[config.mk]
export PLATFORM = sky130hd
export DESIGN_NAME = sha512_modq_arb_flat
export DESIGN_NICKNAME = d
export VERILOG_FILES = /design/src/rtl/sha512_modq_arb_pkg.sv /design/src/rtl/sha512_modq_arb_if.sv /design/src/rtl/sha512_modq_arb_skid2.sv /design/src/rtl/sha512_modq_arb.sv /design/src/flat_wrapper.sv
export SDC_FILE = /design/constraint.sdc
export NUM_CORES = 1
export LEC_CHECK = 0
export ABC_AREA = 1
export CAP_MARGIN = 10
export CORE_ASPECT_RATIO = 1.75
export CORE_MARGIN = 4
export CORE_UTILIZATION = 50
export CTS_CLUSTER_DIAMETER = 40
export DETAILED_ROUTE_END_ITERATION = 16
export PLACE_DENSITY = 0.92
export SLEW_MARGIN = 40
export SYNTH_ARGS = -nofsm -noshare
export SYNTH_HDL_FRONTEND = slang
export SYNTH_SLANG_ARGS = --single-unit
[constraint.sdc]
create_clock -name clk -period 3.7 [get_ports clk]
set_clock_uncertainty 0.05 [all_clocks]
set_input_delay 1.11 -clock clk [delete_from_list [all_inputs] [get_ports clk]]
set_output_delay 1.11 -clock clk [all_outputs]
set_load 0.02 [all_outputs]
[src/rtl/sha512_modq_arb_pkg.sv]
// Shared types for the SHA-512/mod-q lane arbiter.
// Block meta, skid entry and FSM state.
package sha512_modq_arb_pkg;

    localparam int SHA_ARB_N_MAX = 16;
    localparam int SHA_ARB_ID_W  = $clog2(SHA_ARB_N_MAX);

    typedef struct packed {
        logic       f;
        logic [6:0] tag;
    } sv_meta3_t;

    localparam int META_W = $bits(sv_meta3_t);

    typedef struct packed {
        logic                    e;
        sv_meta3_t               m;
        logic [SHA_ARB_ID_W-1:0] id;
    } sv_arb_ent_t;

    typedef enum logic {
        IDLE = 1'b0,
        LOCK = 1'b1
    } arb_st_t;

endpackage

[src/rtl/sha512_modq_arb_if.sv]
// Lane-side and datapath-side bundle of the arbiter.
// slave is the arbiter view, master the surrounding logic.
interface sha512_modq_arb_if #(
    parameter int N   = 4,
    parameter int N_L = $clog2(N)
);
    import sha512_modq_arb_pkg::*;

    logic [N-1:0]        x_v;
    logic [N-1:0]        x_e;
    logic [N*META_W-1:0] x_m;
    logic [N-1:0]        x_r;
    logic [N-1:0]        en;
    logic                hold;
    logic                o_v;
    logic                o_e;
    sv_meta3_t           o_m;
    logic [N_L-1:0]      o_id;
    logic                o_r;
    logic                busy;
    logic                err;
    logic [N_L-1:0]      err_id;

    modport slave (
        input  x_v, x_e, x_m, en, hold, o_r,
        output x_r, o_v, o_e, o_m, o_id, busy, err, err_id
    );

    modport master (
        output x_v, x_e, x_m, en, hold, o_r,
        input  x_r, o_v, o_e, o_m, o_id, busy, err, err_id
    );

endinterface

[src/rtl/sha512_modq_arb_skid2.sv]
// Two-entry registered skid buffer.
// Head entry is presented; push at count 2 is not expected.
module sha512_modq_arb_skid2 #(
    parameter int W = 8
) (
    input  logic         clk,
    input  logic         rst_n,
    input  logic         push,
    input  logic [W-1:0] din,
    input  logic         rdy,
    output logic         vld,
    output logic [W-1:0] dout,
    output logic [1:0]   cnt
);

    logic [W-1:0] h_q;
    logic [W-1:0] t_q;
    logic [1:0]   c_q;
    logic         pop;

    assign vld  = (c_q != 2'd0);
    assign pop  = vld & rdy;
    assign dout = h_q;
    assign cnt  = c_q;

    // head/tail storage and occupancy
    always_ff @(posedge clk or negedge rst_n) begin
        if (!rst_n) begin
            h_q <= '0;
            t_q <= '0;
            c_q <= 2'd0;
        end else begin
            case ({push, pop})
                2'b10: begin
                    if (c_q == 2'd0) h_q <= din;
                    else             t_q <= din;
                    c_q <= c_q + 2'd1;
                end
                2'b01: begin
                    h_q <= t_q;
                    c_q <= c_q - 2'd1;
                end
                2'b11: begin
                    if (c_q == 2'd1) begin
                        h_q <= din;
                    end else begin
                        h_q <= t_q;
                        t_q <= din;
                    end
                end
                default: ;
            endcase
        end
    end

endmodule

[src/rtl/sha512_modq_arb.sv]
// Message-atomic round-robin arbiter in front of the
// SHA-512/mod-q datapath, with framing check and skid.
module sha512_modq_arb
    import sha512_modq_arb_pkg::*;
#(
    parameter int N   = 4,
    parameter int N_L = $clog2(N)
) (
    input logic clk,
    input logic rst_n,
    sha512_modq_arb_if.slave bus
);

    localparam int EW = $bits(sv_arb_ent_t);

    arb_st_t        st_q;
    arb_st_t        st_d;
    logic [N_L-1:0] g_q;
    logic [N_L-1:0] ptr_q;
    logic [N_L-1:0] pick;
    logic [N_L-1:0] eid_q;
    logic           first_q;
    logic           err_q;
    logic           found;
    logic           grant;
    logic           acc;
    logic           last;
    logic           bad;
    logic           full;
    logic [1:0]     cnt;
    logic [N-1:0]   xr;
    sv_meta3_t      m_g;
    sv_arb_ent_t    ent_d;
    sv_arb_ent_t    ent_q;
    logic [EW-1:0]  dout;

    assign full  = (cnt == 2'd2);
    assign m_g   = bus.x_m[int'(g_q)*META_W +: META_W];
    assign acc   = (st_q == LOCK) & bus.x_v[g_q] & ~full;
    assign last  = acc & bus.x_e[g_q];
    assign bad   = acc & (m_g.f != first_q);
    assign grant = (st_q == IDLE) & found & ~bus.hold & ~full;

    // first enabled requester at or after ptr, cyclically
    always_comb begin
        int k;
        found = 1'b0;
        pick  = '0;
        k     = 0;
        for (int i = 0; i < N; i++) begin
            k = int'(ptr_q) + i;
            if (k >= N) k = k - N;
            if (!found && bus.x_v[k] && bus.en[k]) begin
                found = 1'b1;
                pick  = N_L'(k);
            end
        end
    end

    // only the granted lane may see accept
    always_comb begin
        xr = '0;
        if (st_q == LOCK && !full) xr[g_q] = 1'b1;
    end

    // next state: grant at boundary, release on last block
    always_comb begin
        st_d = st_q;
        unique case (st_q)
            IDLE: if (grant) st_d = LOCK;
            LOCK: if (last)  st_d = IDLE;
            default: st_d = IDLE;
        endcase
    end

    // state register
    always_ff @(posedge clk or negedge rst_n) begin
        if (!rst_n) st_q <= IDLE;
        else        st_q <= st_d;
    end

    // grant, pointer and sticky framing error
    always_ff @(posedge clk or negedge rst_n) begin
        if (!rst_n) begin
            g_q     <= '0;
            ptr_q   <= '0;
            first_q <= 1'b0;
            err_q   <= 1'b0;
            eid_q   <= '0;
        end else begin
            if (grant) begin
                g_q     <= pick;
                first_q <= 1'b1;
            end
            if (acc) first_q <= 1'b0;
            if (last) begin
                ptr_q <= (g_q == N_L'(N-1)) ? '0 : g_q + 1'b1;
            end
            if (bad && !err_q) begin
                err_q <= 1'b1;
                eid_q <= g_q;
            end
        end
    end

    // entry pushed into the skid
    always_comb begin
        ent_d    = '0;
        ent_d.e  = bus.x_e[g_q];
        ent_d.m  = m_g;
        ent_d.id = SHA_ARB_ID_W'(g_q);
    end

    sha512_modq_arb_skid2 #(.W(EW)) u_skid (
        .clk  (clk),
        .rst_n(rst_n),
        .push (acc),
        .din  (ent_d),
        .rdy  (bus.o_r),
        .vld  (bus.o_v),
        .dout (dout),
        .cnt  (cnt)
    );

    assign ent_q      = sv_arb_ent_t'(dout);
    assign bus.o_e    = ent_q.e;
    assign bus.o_m    = ent_q.m;
    assign bus.o_id   = N_L'(ent_q.id);
    assign bus.x_r    = xr;
    assign bus.busy   = (st_q == LOCK) | (cnt != 2'd0);
    assign bus.err    = err_q;
    assign bus.err_id = eid_q;

endmodule

[src/flat_wrapper.sv]
// flat-port wrapper written by rule: the top's interface ports become plain ports
module sha512_modq_arb_flat import sha512_modq_arb_pkg::*;
#(
    parameter int N   = 4,
    parameter int N_L = $clog2(N)
)
  (clk, rst_n, bus_x_v, bus_x_e, bus_x_m, bus_en, bus_hold, bus_o_r, bus_x_r, bus_o_v, bus_o_e, bus_o_m, bus_o_id, bus_busy, bus_err, bus_err_id);
  sha512_modq_arb_if #(.N(N), .N_L(N_L)) bus_i ();
  input logic clk;
  input logic rst_n;
  input wire logic [$bits(bus_i.x_v)-1:0] bus_x_v;
  input wire logic [$bits(bus_i.x_e)-1:0] bus_x_e;
  input wire logic [$bits(bus_i.x_m)-1:0] bus_x_m;
  input wire logic [$bits(bus_i.en)-1:0] bus_en;
  input wire logic [$bits(bus_i.hold)-1:0] bus_hold;
  input wire logic [$bits(bus_i.o_r)-1:0] bus_o_r;
  output wire logic [$bits(bus_i.x_r)-1:0] bus_x_r;
  output wire logic [$bits(bus_i.o_v)-1:0] bus_o_v;
  output wire logic [$bits(bus_i.o_e)-1:0] bus_o_e;
  output wire logic [$bits(bus_i.o_m)-1:0] bus_o_m;
  output wire logic [$bits(bus_i.o_id)-1:0] bus_o_id;
  output wire logic [$bits(bus_i.busy)-1:0] bus_busy;
  output wire logic [$bits(bus_i.err)-1:0] bus_err;
  output wire logic [$bits(bus_i.err_id)-1:0] bus_err_id;
  assign bus_i.x_v = bus_x_v;
  assign bus_i.x_e = bus_x_e;
  assign bus_i.x_m = bus_x_m;
  assign bus_i.en = bus_en;
  assign bus_i.hold = bus_hold;
  assign bus_i.o_r = bus_o_r;
  assign bus_x_r = bus_i.x_r;
  assign bus_o_v = bus_i.o_v;
  assign bus_o_e = bus_i.o_e;
  assign bus_o_m = bus_i.o_m;
  assign bus_o_id = bus_i.o_id;
  assign bus_busy = bus_i.busy;
  assign bus_err = bus_i.err;
  assign bus_err_id = bus_i.err_id;
  sha512_modq_arb #(.N(N), .N_L(N_L)) u_core (.clk(clk), .rst_n(rst_n), .bus(bus_i));
endmodule
==> impl_results.md <==
- Synth area leaders: dfrtp_1, nand2_1, o21ai_0
- Post-Syn Area: 2130 sq um
- Starting Density: 0.514
- Reg2Reg Depth: 12
- Top Ports: 68
- Cell accounting for the most synthesized area: dfrtp_1
- RD Place Congestion: 0.890
- CTS resizes: 0
- Clock Pin Slew Worst Setup and Hold Paths: 0.07 ns
- Die Span Y: 94.4 microns
- Mapped Nets: 359
- Final setup fails: 0
- Most frequent cell after synthesis: nand2_1
- Max-slew headroom: 0.637
- Fmax: 309 MHz
- Post-synth top cells: nand2_1, inv_1, o21ai_0
- Hold-fix buffers, CTS: 0
- Largest net degree at the start of global routing: 34
- Pwr Total: 0.00229 W
- HPWL after DPL: 4320 microns
- Top_reg_cell synth: dfrtp_1
- CTS Buf Count: 5
- Cells after synthesis: 301
- Number of DRC markers in iteration 0: 99
- Top cell type's share of synthesized area: 0.387
- Core Area: 4150 sq um
- Place WS: 0.267 ns
- Layout area overhead: 37.0%
- Min Tclk post-route: 3.24 ns
- Worst R2R Setup Slack: 1.14 ns
- Yosys reg bits: 33
- Worst r2r src: u_core.g_q[0]
- Synth warn: 0
- CTS tree: built
- Antenna-violating nets left: 0
- Vias in the first global route: 2219
- Antenna cells: 0
- Max Cap Violations: 0
- Crit path from: u_core.g_q[1]
- Clock Path Buffers: 2
- Clock Tree Root: clkbuf_8
- Mapped Avg Cell Area: 7.08 sq um
- Drt pass-1 iters: 4
- RSZ-0062 raised after global routing: no
- Total leakage power: 1.39 nW
- DRT Wirelength: 5700 microns
- Worst Path Max Fanout: 15
- Via density: 5.22
- PnR worst setup slack: 0.462 ns
- Die width: 57.4 microns
- Final period utilization: 0.875
- VDD IR max: 0.522 mV
- Least-Margin Pin Slew: 0.543 ns
- DIE AREA: 5410 sq um
- EDFF count, synth: 0
- CP Capture Type: output port
- H-tree depth: 2
- Fraction of layout cells with a size suffix above 1: 0.0543
- Req. time, crit path: 2.54 ns
- Fin nets: 425
- Final core utilization: 0.704
- Worst-Skew Late Latency: 0.29 ns
- Hold Vio Cnt, Final: 0
- Hold Crit Class: reg -> reg
- Antenna violations before repair: 0
- Sequential element share of the synthesized area: 0.387
- Via count: 2177
- TritonCTS sink count: 33
- DRC Markers: 0
- Ys async rst share: 1.00
- Number of distinct library cells after synthesis: 24
- Final Max Slew Viols: 0
- DR WL/cell: 13.7 microns
- Setup bufs post-CTS: 0
- Status: finished, final reports clean
- Final setup TNS: 0 ns
- CP endpoint: bus_x_r[0]
- Rows: 31
- RR Endpoint: u_core.u_skid.dout[11]
- GRT Total Usage: 0.221
- Power Dens Cells: 783 nW/um^2
- Port Buffers: 67
- CP Launch Type: flop
- First-pass GRT wire length: 9390 microns
- Congestion Overflow GR: 0
- Crit path DAT: 2.08 ns
- Setup CP Type: reg -> out
[logic make-up after synthesis]
| group | after synthesis | share of synthesized area |
|---|---|---|
| AND/OR/NAND/NOR | 123 | 0.228 |
| XOR/XNOR | 3 | 0.0123 |
| adder cells (fa/ha/maj) | 10 | 0.0587 |
| flip-flops | 33 | 0.387 |
| buffers and inverters | 60 | 0.115 |
| AO/OA/AOI/OAI | 72 | 0.198 |
[cell type report]
cell class,count,area (sq um)
clock inverters,2,10.0
well taps,49,61.3
inverters,47,179
clock buffers,6,72.6
fillers,332,1230
repair buffers,72,708
multi-input cells,208,1060
flip-flops and latches,33,826
[layout by cell type, fill, tap and decap left out, types with 2 or more instances in the layout]
| cell type | count |
|---|---|
| a21oi_2 | 2 |
| buf_4 | 5 |
| clkbuf_8 | 5 |
| clkdlybuf4s50_1 | 67 |
| clkinv_2 | 2 |
| dfrtp_1 | 33 |
| ha_1 | 10 |
| inv_1 | 44 |
| inv_2 | 2 |
| nand2_1 | 73 |
| nand3_1 | 13 |
| nor2_1 | 33 |
| nor2_2 | 2 |
| o21ai_0 | 34 |
| o21ai_1 | 13 |
| o22a_1 | 8 |
| o22ai_1 | 12 |
| xnor2_1 | 2 |
[metrics by stage]
step | std cells | hold WS [ns] | cell area [sq um]
2_1_floorplan | 301 | 0.403 | 2130
4_1_cts | 417 | 0.440 | 2920
3_3_place_gp | 409 | 0.417 | 2840
5_1_grt | 417 | 0.469 | 2920
6_report | 417 | 0.440 | 2920
3_5_place_dp | 409 | 0.424 | 2840
[registers in the layout (all words and copies together) (netlist names)]
| signal | count |
|---|---|
| u_core.st_q | 1 |
| u_core.first_q | 1 |
| u_core.u_skid.dout | 11 |
| u_core.g_q | 2 |
| u_core.u_skid.t_q | 11 |
| u_core.bus.err_id | 2 |
| u_core.bus.err | 1 |
| u_core.ptr_q | 2 |
| u_core.u_skid.cnt | 2 |
[critical path, stage by stage (launching register included)]
cell and delay [ns]:
dfrtp_1 0.56, inv_2 0.30, ha_1 0.19, inv_1 0.04, nor2_1 0.09, clkdlybuf4s50_1 0.60
[worst min path at each step]
stage                     startpoint               endpoint  slack (ns)  cells past startpoint
6_report       u_core.u_skid.t_q[12]  u_core.u_skid.t_q[12]        0.44                      2
3_3_place_gp   u_core.u_skid.t_q[10]  u_core.u_skid.t_q[10]        0.42                      2
3_5_place_dp   u_core.u_skid.t_q[12]  u_core.u_skid.t_q[12]        0.42                      2
4_1_cts        u_core.u_skid.t_q[12]  u_core.u_skid.t_q[12]        0.44                      2
5_1_grt         u_core.u_skid.t_q[9]   u_core.u_skid.t_q[9]        0.47                      2
2_1_floorplan   u_core.u_skid.t_q[0]   u_core.u_skid.t_q[0]        0.40                      2
[metal layers]
| layer | wire (microns) | GRT usage | vias to the layer above |
|---|---|---|---|
| met1 | 2130 | 0.235 | 998 |
| met4 | 143 | 0.126 | 0 |
| li1 | - | - | 1094 |
| met3 | 305 | 0.0397 | 12 |
| met5 | 0 | 0 | - |
| met2 | 3130 | 0.396 | 73 |
[power by group]
| part | switching [W] | internal, W | leakage [nW] |
|---|---|---|---|
| Clock | 0.000135 | 0.000130 | 0.0450 |
| Combinational | 0.000814 | 0.000552 | 0.934 |
| Sequential | 0.000143 | 0.000515 | 0.413 |
Power figures use the tool's default switching activity.
